### src/rtl/round_controller.sv
// Match-flow sequencer: idle screen, 3-2-1 countdown, fight, round result, match result.
// Optional pause state in FIGHT is built when the ROUND_PAUSE_EN macro is defined.
`timescale 1ns/1ps
module round_controller #(
    parameter int          FRAMES_PER_COUNT = 60,
    parameter int          RESULT_FRAMES    = 180,
    parameter int          ROUNDS_TO_WIN    = 2,
    parameter logic [31:0] IR_START_A       = 32'h20DF_5BA4,
    parameter logic [31:0] IR_START_B       = 32'h20DF_5AA5,
    parameter logic [31:0] IR_PAUSE         = 32'h20DF_10EF
) (
    input  logic        clk_in,
    input  logic        rst_in,
    input  logic        nf_in,
    input  logic [31:0] ir_in,
    input  logic        ir_valid_in,
    input  logic [2:0]  player_health_in,
    input  logic [2:0]  opponent_health_in,
    output logic [2:0]  state_out,
    output logic        start_screen_out,
    output logic        fight_active_out,
    output logic [1:0]  countdown_out,
    output logic [1:0]  winner_out,
    output logic [1:0]  player_rounds_out,
    output logic [1:0]  opponent_rounds_out,
    output logic        health_reset_out,
    output logic        match_over_out
);

    typedef enum logic [2:0] {
        S_IDLE      = 3'd0,
        S_COUNTDOWN = 3'd1,
        S_FIGHT     = 3'd2,
        S_ROUND_END = 3'd3,
        S_MATCH_END = 3'd4
`ifdef ROUND_PAUSE_EN
        , S_PAUSE   = 3'd5
`endif
    } state_t;

    localparam logic [8:0] CD_LAST  = 9'(3 * FRAMES_PER_COUNT - 1);
    localparam logic [8:0] CD_TWO   = 9'(FRAMES_PER_COUNT);
    localparam logic [8:0] CD_ONE   = 9'(2 * FRAMES_PER_COUNT);
    localparam logic [8:0] RES_LAST = 9'(RESULT_FRAMES - 1);
    localparam logic [1:0] ROUNDS   = 2'(ROUNDS_TO_WIN);

    state_t     state, state_n;
    logic [8:0] frame_cnt, frame_cnt_n;
    logic [1:0] winner, winner_n;
    logic [1:0] p_rounds, p_rounds_n;
    logic [1:0] o_rounds, o_rounds_n;
    logic       health_reset, health_reset_n;
    logic       start_ev;
    logic       pause_ev;

    function automatic logic [1:0] sat_inc(input logic [1:0] x);
        return (x >= ROUNDS) ? ROUNDS : x + 2'd1;
    endfunction

    assign start_ev = ir_valid_in && ((ir_in == IR_START_A) || (ir_in == IR_START_B));
`ifdef ROUND_PAUSE_EN
    assign pause_ev = ir_valid_in && (ir_in == IR_PAUSE);
`else
    assign pause_ev = 1'b0;
`endif

    always_ff @(posedge clk_in or posedge rst_in) begin
        if (rst_in) begin
            state        <= S_IDLE;
            frame_cnt    <= '0;
            winner       <= '0;
            p_rounds     <= '0;
            o_rounds     <= '0;
            health_reset <= 1'b0;
        end else begin
            state        <= state_n;
            frame_cnt    <= frame_cnt_n;
            winner       <= winner_n;
            p_rounds     <= p_rounds_n;
            o_rounds     <= o_rounds_n;
            health_reset <= health_reset_n;
        end
    end

    always_comb begin
        state_n        = state;
        frame_cnt_n    = nf_in ? frame_cnt + 9'd1 : frame_cnt;
        winner_n       = winner;
        p_rounds_n     = p_rounds;
        o_rounds_n     = o_rounds;
        health_reset_n = 1'b0;

        // A start code overrides any frame event seen on the same cycle.
        if (start_ev) begin
            case (state)
                S_IDLE: begin
                    state_n        = S_COUNTDOWN;
                    winner_n       = '0;
                    p_rounds_n     = '0;
                    o_rounds_n     = '0;
                    health_reset_n = 1'b1;
                end
                S_MATCH_END: state_n = S_IDLE;
                default: begin
                    state_n    = S_IDLE;
                    winner_n   = '0;
                    p_rounds_n = '0;
                    o_rounds_n = '0;
                end
            endcase
        end else begin
            case (state)
                S_COUNTDOWN: begin
                    if (nf_in && frame_cnt == CD_LAST)
                        state_n = S_FIGHT;
                end
                S_FIGHT: begin
                    if (pause_ev) begin
`ifdef ROUND_PAUSE_EN
                        state_n = S_PAUSE;
`endif
                    end else if (nf_in) begin
                        if (player_health_in == '0 && opponent_health_in == '0) begin
                            winner_n = 2'd3;
                            state_n  = S_ROUND_END;
                        end else if (player_health_in == '0) begin
                            winner_n   = 2'd2;
                            o_rounds_n = sat_inc(o_rounds);
                            state_n    = S_ROUND_END;
                        end else if (opponent_health_in == '0) begin
                            winner_n   = 2'd1;
                            p_rounds_n = sat_inc(p_rounds);
                            state_n    = S_ROUND_END;
                        end
                    end
                end
                S_ROUND_END: begin
                    if (nf_in && frame_cnt == RES_LAST) begin
                        if (p_rounds == ROUNDS || o_rounds == ROUNDS) begin
                            state_n  = S_MATCH_END;
                            winner_n = (p_rounds == ROUNDS) ? 2'd1 : 2'd2;
                        end else begin
                            state_n        = S_COUNTDOWN;
                            health_reset_n = 1'b1;
                        end
                    end
                end
`ifdef ROUND_PAUSE_EN
                S_PAUSE: begin
                    if (pause_ev)
                        state_n = S_FIGHT;
                end
`endif
                default: ;
            endcase
        end

        if (state_n != state)
            frame_cnt_n = '0;
    end

    assign state_out           = state;
    assign start_screen_out    = (state == S_IDLE);
    assign fight_active_out    = (state == S_FIGHT);
    assign match_over_out      = (state == S_MATCH_END);
    assign winner_out          = winner;
    assign player_rounds_out   = p_rounds;
    assign opponent_rounds_out = o_rounds;
    assign health_reset_out    = health_reset;
    assign countdown_out       = (state != S_COUNTDOWN) ? 2'd0 :
                                 (frame_cnt < CD_TWO)   ? 2'd3 :
                                 (frame_cnt < CD_ONE)   ? 2'd2 : 2'd1;

endmodule
### config.mk
export PLATFORM = sky130hd
export DESIGN_NAME = round_controller
export DESIGN_NICKNAME = d
export VERILOG_FILES = /design/src/rtl/round_controller.sv
export SDC_FILE = /design/constraint.sdc
export NUM_CORES = 1
export LEC_CHECK = 0
export CORE_MARGIN = 2
export CORE_UTILIZATION = 41
export DETAILED_ROUTE_END_ITERATION = 12
export PLACE_DENSITY = 0.75
export SYNTH_ARGS = -nofsm -noshare
export SYNTH_HDL_FRONTEND = slang
export SYNTH_SLANG_ARGS = --single-unit
### constraint.sdc
create_clock -name clk_in -period 2.7 [get_ports clk_in]
set_input_delay 0.54 -clock clk_in [delete_from_list [all_inputs] [get_ports clk_in]]
set_output_delay 0.54 -clock clk_in [all_outputs]
set_load 0.03 [all_outputs]
* After elaboration in Yosys (flattened, before gate mapping)
Cells that the tools add are included.
** Word-level totals
- Logic and storage cells :: 91
- Input bits :: 42
- Flip-flop bits (word level) :: 19
- Output and inout bits :: 15
** Operators by class
- Multiplexer cells :: 43
- Equal/unequal tests :: 18
- $lt $le $gt $ge :: 4
- $add $sub $neg :: 3
- Reduce and logical (&&, ||, !) cells :: 17
** Operators with widths (number)
- equality test 32 x 30 -> 1 bit, second input constant :: 2
- two-way mux 2 bit :: 25
- two-way mux 3 bit :: 8
- two-way mux 9 bit :: 2
- AND reduction 6 bit :: 2
- nonzero test 2 bit :: 5
- adder 9 x 1 -> 9 bit, second input constant :: 1
- equality test 9 x 8 -> 1 bit, second input constant :: 1
- zero test 3 bit :: 3
- less-than comparator 9 x 6 -> 1 bit, second input constant :: 1
- less-than comparator 9 x 7 -> 1 bit, second input constant :: 1
- one-hot mux 3 bit (3 select lines) :: 1
- equality test 3 x 2 -> 1 bit, second input constant :: 2
- two-way mux 1 bit :: 6
- inequality test 2 bit, second input constant :: 3
- inequality test 3 bit, second input constant :: 2
- inequality test 5 x 1 -> 1 bit, second input constant :: 1
- AND reduction 5 bit :: 1
- adder 2 x 1 -> 2 bit, second input constant :: 2
- equality test 2 bit, second input constant :: 2
- greater-or-equal comparator 2 bit, second input constant :: 2
- one-hot mux 2 bit (2 select lines) :: 1
- equality test 3 x 1 -> 1 bit, second input constant :: 1
- equality test 3 bit, second input constant :: 1
- other kinds (6) :: 9

* Logic depth before layout (Yosys ltp)
- Word-level depth :: 9
- Gate-level depth with buffers :: 7
- Depth with buffers taken out :: 6

* Worst setup path after synthesis
OpenSTA, ideal clock, no wires.
- Path type :: reg2out
- Start point :: register state[0], in the netlist state_out[0]
- End point :: output port countdown_out[1]
- Buffers on the path :: 1
- Data required time :: 2160 ps
- Data arrival time :: 1976 ps
- Cell stages (with the launch flop) :: 5
- Setup slack :: 184 ps
- Path through :: dfrtp_1 -> clkbuf_1 -> and2b_1 -> nand2_1 -> nor4_1
** Between the ends
- Longest elaborated chain between the ends :: 2
** Ends and longest elaborated chain
- from (decl) :: line 47 : state_t state, state_n;
- from (signal assigned) :: line 76 : state <= state_n;
- inequality test 3 x 1 -> 1 bit :: line 170 : assign countdown_out = (state != S_COUNTDOWN) ? 2'd0 :
- two-way mux 2 bit :: line 170
- to (decl) :: line 22 : output logic [1:0] countdown_out,
Every way passes these cells.

* Worst setup path in the final report
- Start point :: register frame_cnt[3]
- End point :: output port countdown_out[0]
** Between the ends
- Longest elaborated chain between the ends :: 4
- Elaborated cells between the ends (all ways) :: 5
- Classes of those cells :: 2 x order compare; 3 x mux
** Ends and longest elaborated chain
- from (decl) :: line 48 : logic [8:0] frame_cnt, frame_cnt_n;
- from (signal assigned) :: line 77 : frame_cnt <= frame_cnt_n;
- less-than comparator 9 x 7 -> 1 bit :: line 172 : (frame_cnt < CD_ONE) ? 2'd2 : 2'd1;
- two-way mux 2 bit :: line 172
- two-way mux 2 bit * :: line 171 : (frame_cnt < CD_TWO) ? 2'd3 :
- two-way mux 2 bit * :: line 170
Mark *: on every way between the ends. The rest lies on a longest branch, timed or not.

==> impl_metrics.sql <==
INSERT INTO impl_metrics (metric_group, metric, value, unit) VALUES
('power_and_ir_drop', 'internal_power', '0.000689', 'W'),
('synth', 'synth_area', '1250', 'um2'),
('global_routing', 'globalRoute.totalOverflow', '0', ''),
('floorplanning', 'io_pins', '57', ''),
('floorplanning', 'floorplan_core_area', '2980', 'um2'),
('layout', 'stdcell_count', '225', ''),
('hold_path', 'whs_path_depth', '1', ''),
('place', 'buffers_added_on_ports', '56', ''),
('synth', 'synthesis.nets', '179', ''),
('timing', 'report.final.setup_viol', '0', ''),
('critical_path', 'critical_path_required', '2160', 'ps'),
('synth', 'post_synth.cell_area_avg', '9.23', 'um2'),
('power_and_ir_drop', 'fin_total_pwr', '0.00114', 'W'),
('global_routing', 'grt_first_pass_wirelength', '4940', 'um'),
('routing', 'route.antenna.remaining_nets', '0', ''),
('timing', 'timing.final.max_slew_violations', '0', ''),
('synth', 'synth-edff-count', '0', ''),
('global_routing', 'vias_in_the_first_global_route', '1218', ''),
('routing', 'first_iter_violations', '64', ''),
('synth', 'synthTopCellsByCount', '23 x nor2_1, 19 x dfrtp_1, 11 x nand2_1', ''),
('timing', 'fin_crit', '2510', 'ps'),
('timing', 'post-route-period-util', '0.930', ''),
('synth', 'ys_dominant_reg_cell', 'dfrtp_1', ''),
('timing', 'rsz_0062_raised_after_global_routing', 'false', ''),
('layout', 'final_nets', '236', ''),
('routing', 'avgViaCountPerCell', '5.54', ''),
('synth', 'synth_most_common_cell', 'nor2_1', ''),
('synth', 'syn_inst', '136', ''),
('critical_path', 'end_kind', 'primary output', ''),
('timing', 'totalNegativeSetupSlack', '0', 'ps'),
('floorplanning', 'floorplan.rows', '20', ''),
('layout', 'antennaDiodeCount', '0', ''),
('clock_tree', 'holdBufCountCts', '0', ''),
('clock_tree', 'cts_resized', '0', ''),
('hold_path', 'min-delay-path-class', 'reg -> reg', ''),
('timing', 'timing.hold.ws', '543', 'ps'),
('synth', 'synth_top_area_cell', 'dfrtp_1', ''),
('clock_tree', 'worstSkewPairLatency', '300', 'ps'),
('floorplanning', 'die_area', '3520', 'um2'),
('global_routing', 'grt_use_total', '0.182', ''),
('power_and_ir_drop', 'power.share.combinational', '0.444', ''),
('global_routing', 'antenna_found_initial', '0', ''),
('critical_path', 'arrival', '1970', 'ps'),
('timing', 'maxClockFrequency', '0.398', 'GHz'),
('power_and_ir_drop', 'portion_of_total_power_attributed_to_sequential_cells', '0.427', ''),
('critical_path', 'cp_max_fo', '7', ''),
('status', 'result_of_the_run', 'complete, no violations', ''),
('synth', 'netlist-cell-type-count', '41', ''),
('global_routing', 'largest_net_degree_at_the_start_of_global_routing', '20', ''),
('clock_tree', 'clock-sinks', '19', ''),
('place', 'dp_hpwl', '2580', 'um'),
('routing', 'wire_per_inst', '13.6', 'um'),
('power_and_ir_drop', 'powerDensity', '616', 'nW/um2'),
('power_and_ir_drop', 'net-switching-power', '0.000455', 'W'),
('critical_path', 'worst_case_reg_to_reg_path_depth', '5', ''),
('floorplanning', 'initial_core_util', '0.421', ''),
('place', 'place.detailed.instances', '221', ''),
('place', 'weighted_congestion_at_the_end_of_routability_driven_global_placement', '0.795', ''),
('routing', 'route.detailed.drc', '0', ''),
('timing', 'max_slew.worst_pin.slew', '725', 'ps'),
('clock_tree', 'clk_transition_reported_paths', '110', 'ps'),
('clock_tree', 'tritoncts', 'yes', ''),
('routing', 'drt_pass1_iterations', '4', ''),
('power_and_ir_drop', 'worst_ir_drop_vdd', '0.000257', 'V'),
('timing', 'max_slew_margin', '0.516', ''),
('clock_tree', 'bufs_on_longest_clock_path', '2', ''),
('layout', 'syn2layout_area_growth', '48.0', '%'),
('layout', 'fillers', '251', ''),
('synth', 'synth-warning-count', '0', ''),
('synth', 'ys_async_rst_share', '1.00', ''),
('power_and_ir_drop', 'switching_share', '0.398', '');
-- final cells by class --
type | count | area share
clock buffers | 3 | 0.0121
clock inverters | 1 | 0.00270
inverters | 6 | 0.0121
multi-input cells | 105 | 0.383
flip-flops and latches | 19 | 0.257
well taps | 33 | 0.0222
repair buffers | 58 | 0.311
-- logic make-up (layout without fill, tap and decap cells) --
logic type / Yosys count / count (layout) / synth area share
xor gates and xnor gates: 10 / 10 / 0.0698
adders and majority gates: 1 / 1 / 0.00997
buffers and inverters: 12 / 68 / 0.0548
DFF: 19 / 19 / 0.379
AOI/OAI and AO/OA: 16 / 16 / 0.0987
and+or+nand+nor: 73 / 73 / 0.346
muxes: 5 / 5 / 0.0419
-- power by group through the flow --
stage	combinational, W	clock [W]	sequential (W)
after floorplan	0.000232	0	0.000550
after global placement	0.000495	0	0.000485
after detailed placement	0.000509	0	0.000491
after CTS	0.000512	0.000151	0.000485
after global routing	0.000551	0.000161	0.000503
final	0.000508	0.000148	0.000488
-- metrics by stage --
| stage | instance area [um2] | setup WS [ps] |
|---|---|---|
| 2_1_floorplan | 1250 | 184 |
| 3_3_place_gp | 1830 | 147 |
| 3_5_place_dp | 1830 | 75.5 |
| 4_1_cts | 1850 | 24.4 |
| 5_1_grt | 1860 | 77.9 |
| 6_report | 1860 | 189 |
-- per-layer routing --
metal / wire [um] / GRT usage / up-vias / share of wire
met5: 0 / 0 / - / 0
met4: 40 / 0.0519 / 0 / 0.013
met3: 213 / 0.0262 / 7 / 0.070
met2: 1630 / 0.353 / 61 / 0.53
met1: 1170 / 0.201 / 579 / 0.38
li1: - / - / 599 / -
-- cell usage in the layout, fill, tap and decap left out, types with 2 or more instances in the layout --
master,instances
clkdlybuf4s50_1,55
nor2_1,23
dfrtp_1,18
nand2_1,11
inv_1,6
xor2_1,6
a22o_1,6
nor3_1,5
nand4_1,4
nand3_1,4
xnor2_1,4
or3_1,3
mux2i_1,3
clkbuf_4,3
nor4_4,2
and2b_1,2
a21o_1,2
a21oi_1,2
a41oi_1,2
nor4bb_1,2
nor2b_1,2
nor4b_1,2
mux2_2,2
and3_2,2
nor3b_1,2
buf_4,2
-- worst paths after layout --
check	slack, ps	from	end
setup / recovery	190	frame_cnt[3]$_DFFE_PP0P_	countdown_out[0]
hold / removal	540	winner_out[0]$_DFFE_PP0P_	winner_out[0]$_DFFE_PP0P_
setup reg to reg	560	frame_cnt[2]$_DFFE_PP0P_	winner_out[1]$_DFFE_PP0P_
hold reg to reg	540	winner_out[0]$_DFFE_PP0P_	winner_out[0]$_DFFE_PP0P_
max in group asynchronous	1550	rst_in	frame_cnt[3]$_DFFE_PP0P_
min in group asynchronous	650	rst_in	frame_cnt[8]$_DFFE_PP0P_
-- critical path, cell delays in order, from the launching register on --
cell	delay, ps
dfrtp_2	460
nand3_1	150
nor3b_1	220
a21oi_1	60
nor3_1	140
nor2_1	60
clkdlybuf4s50_1	590
-- state kept, by name (all words and copies together), names as in the netlist --
signal,flops
frame_cnt,9
player_rounds_out,2
health_reset_out,1
winner_out,2
opponent_rounds_out,2
state_out,3
Note: power is estimated with default switching activity, not from simulation.
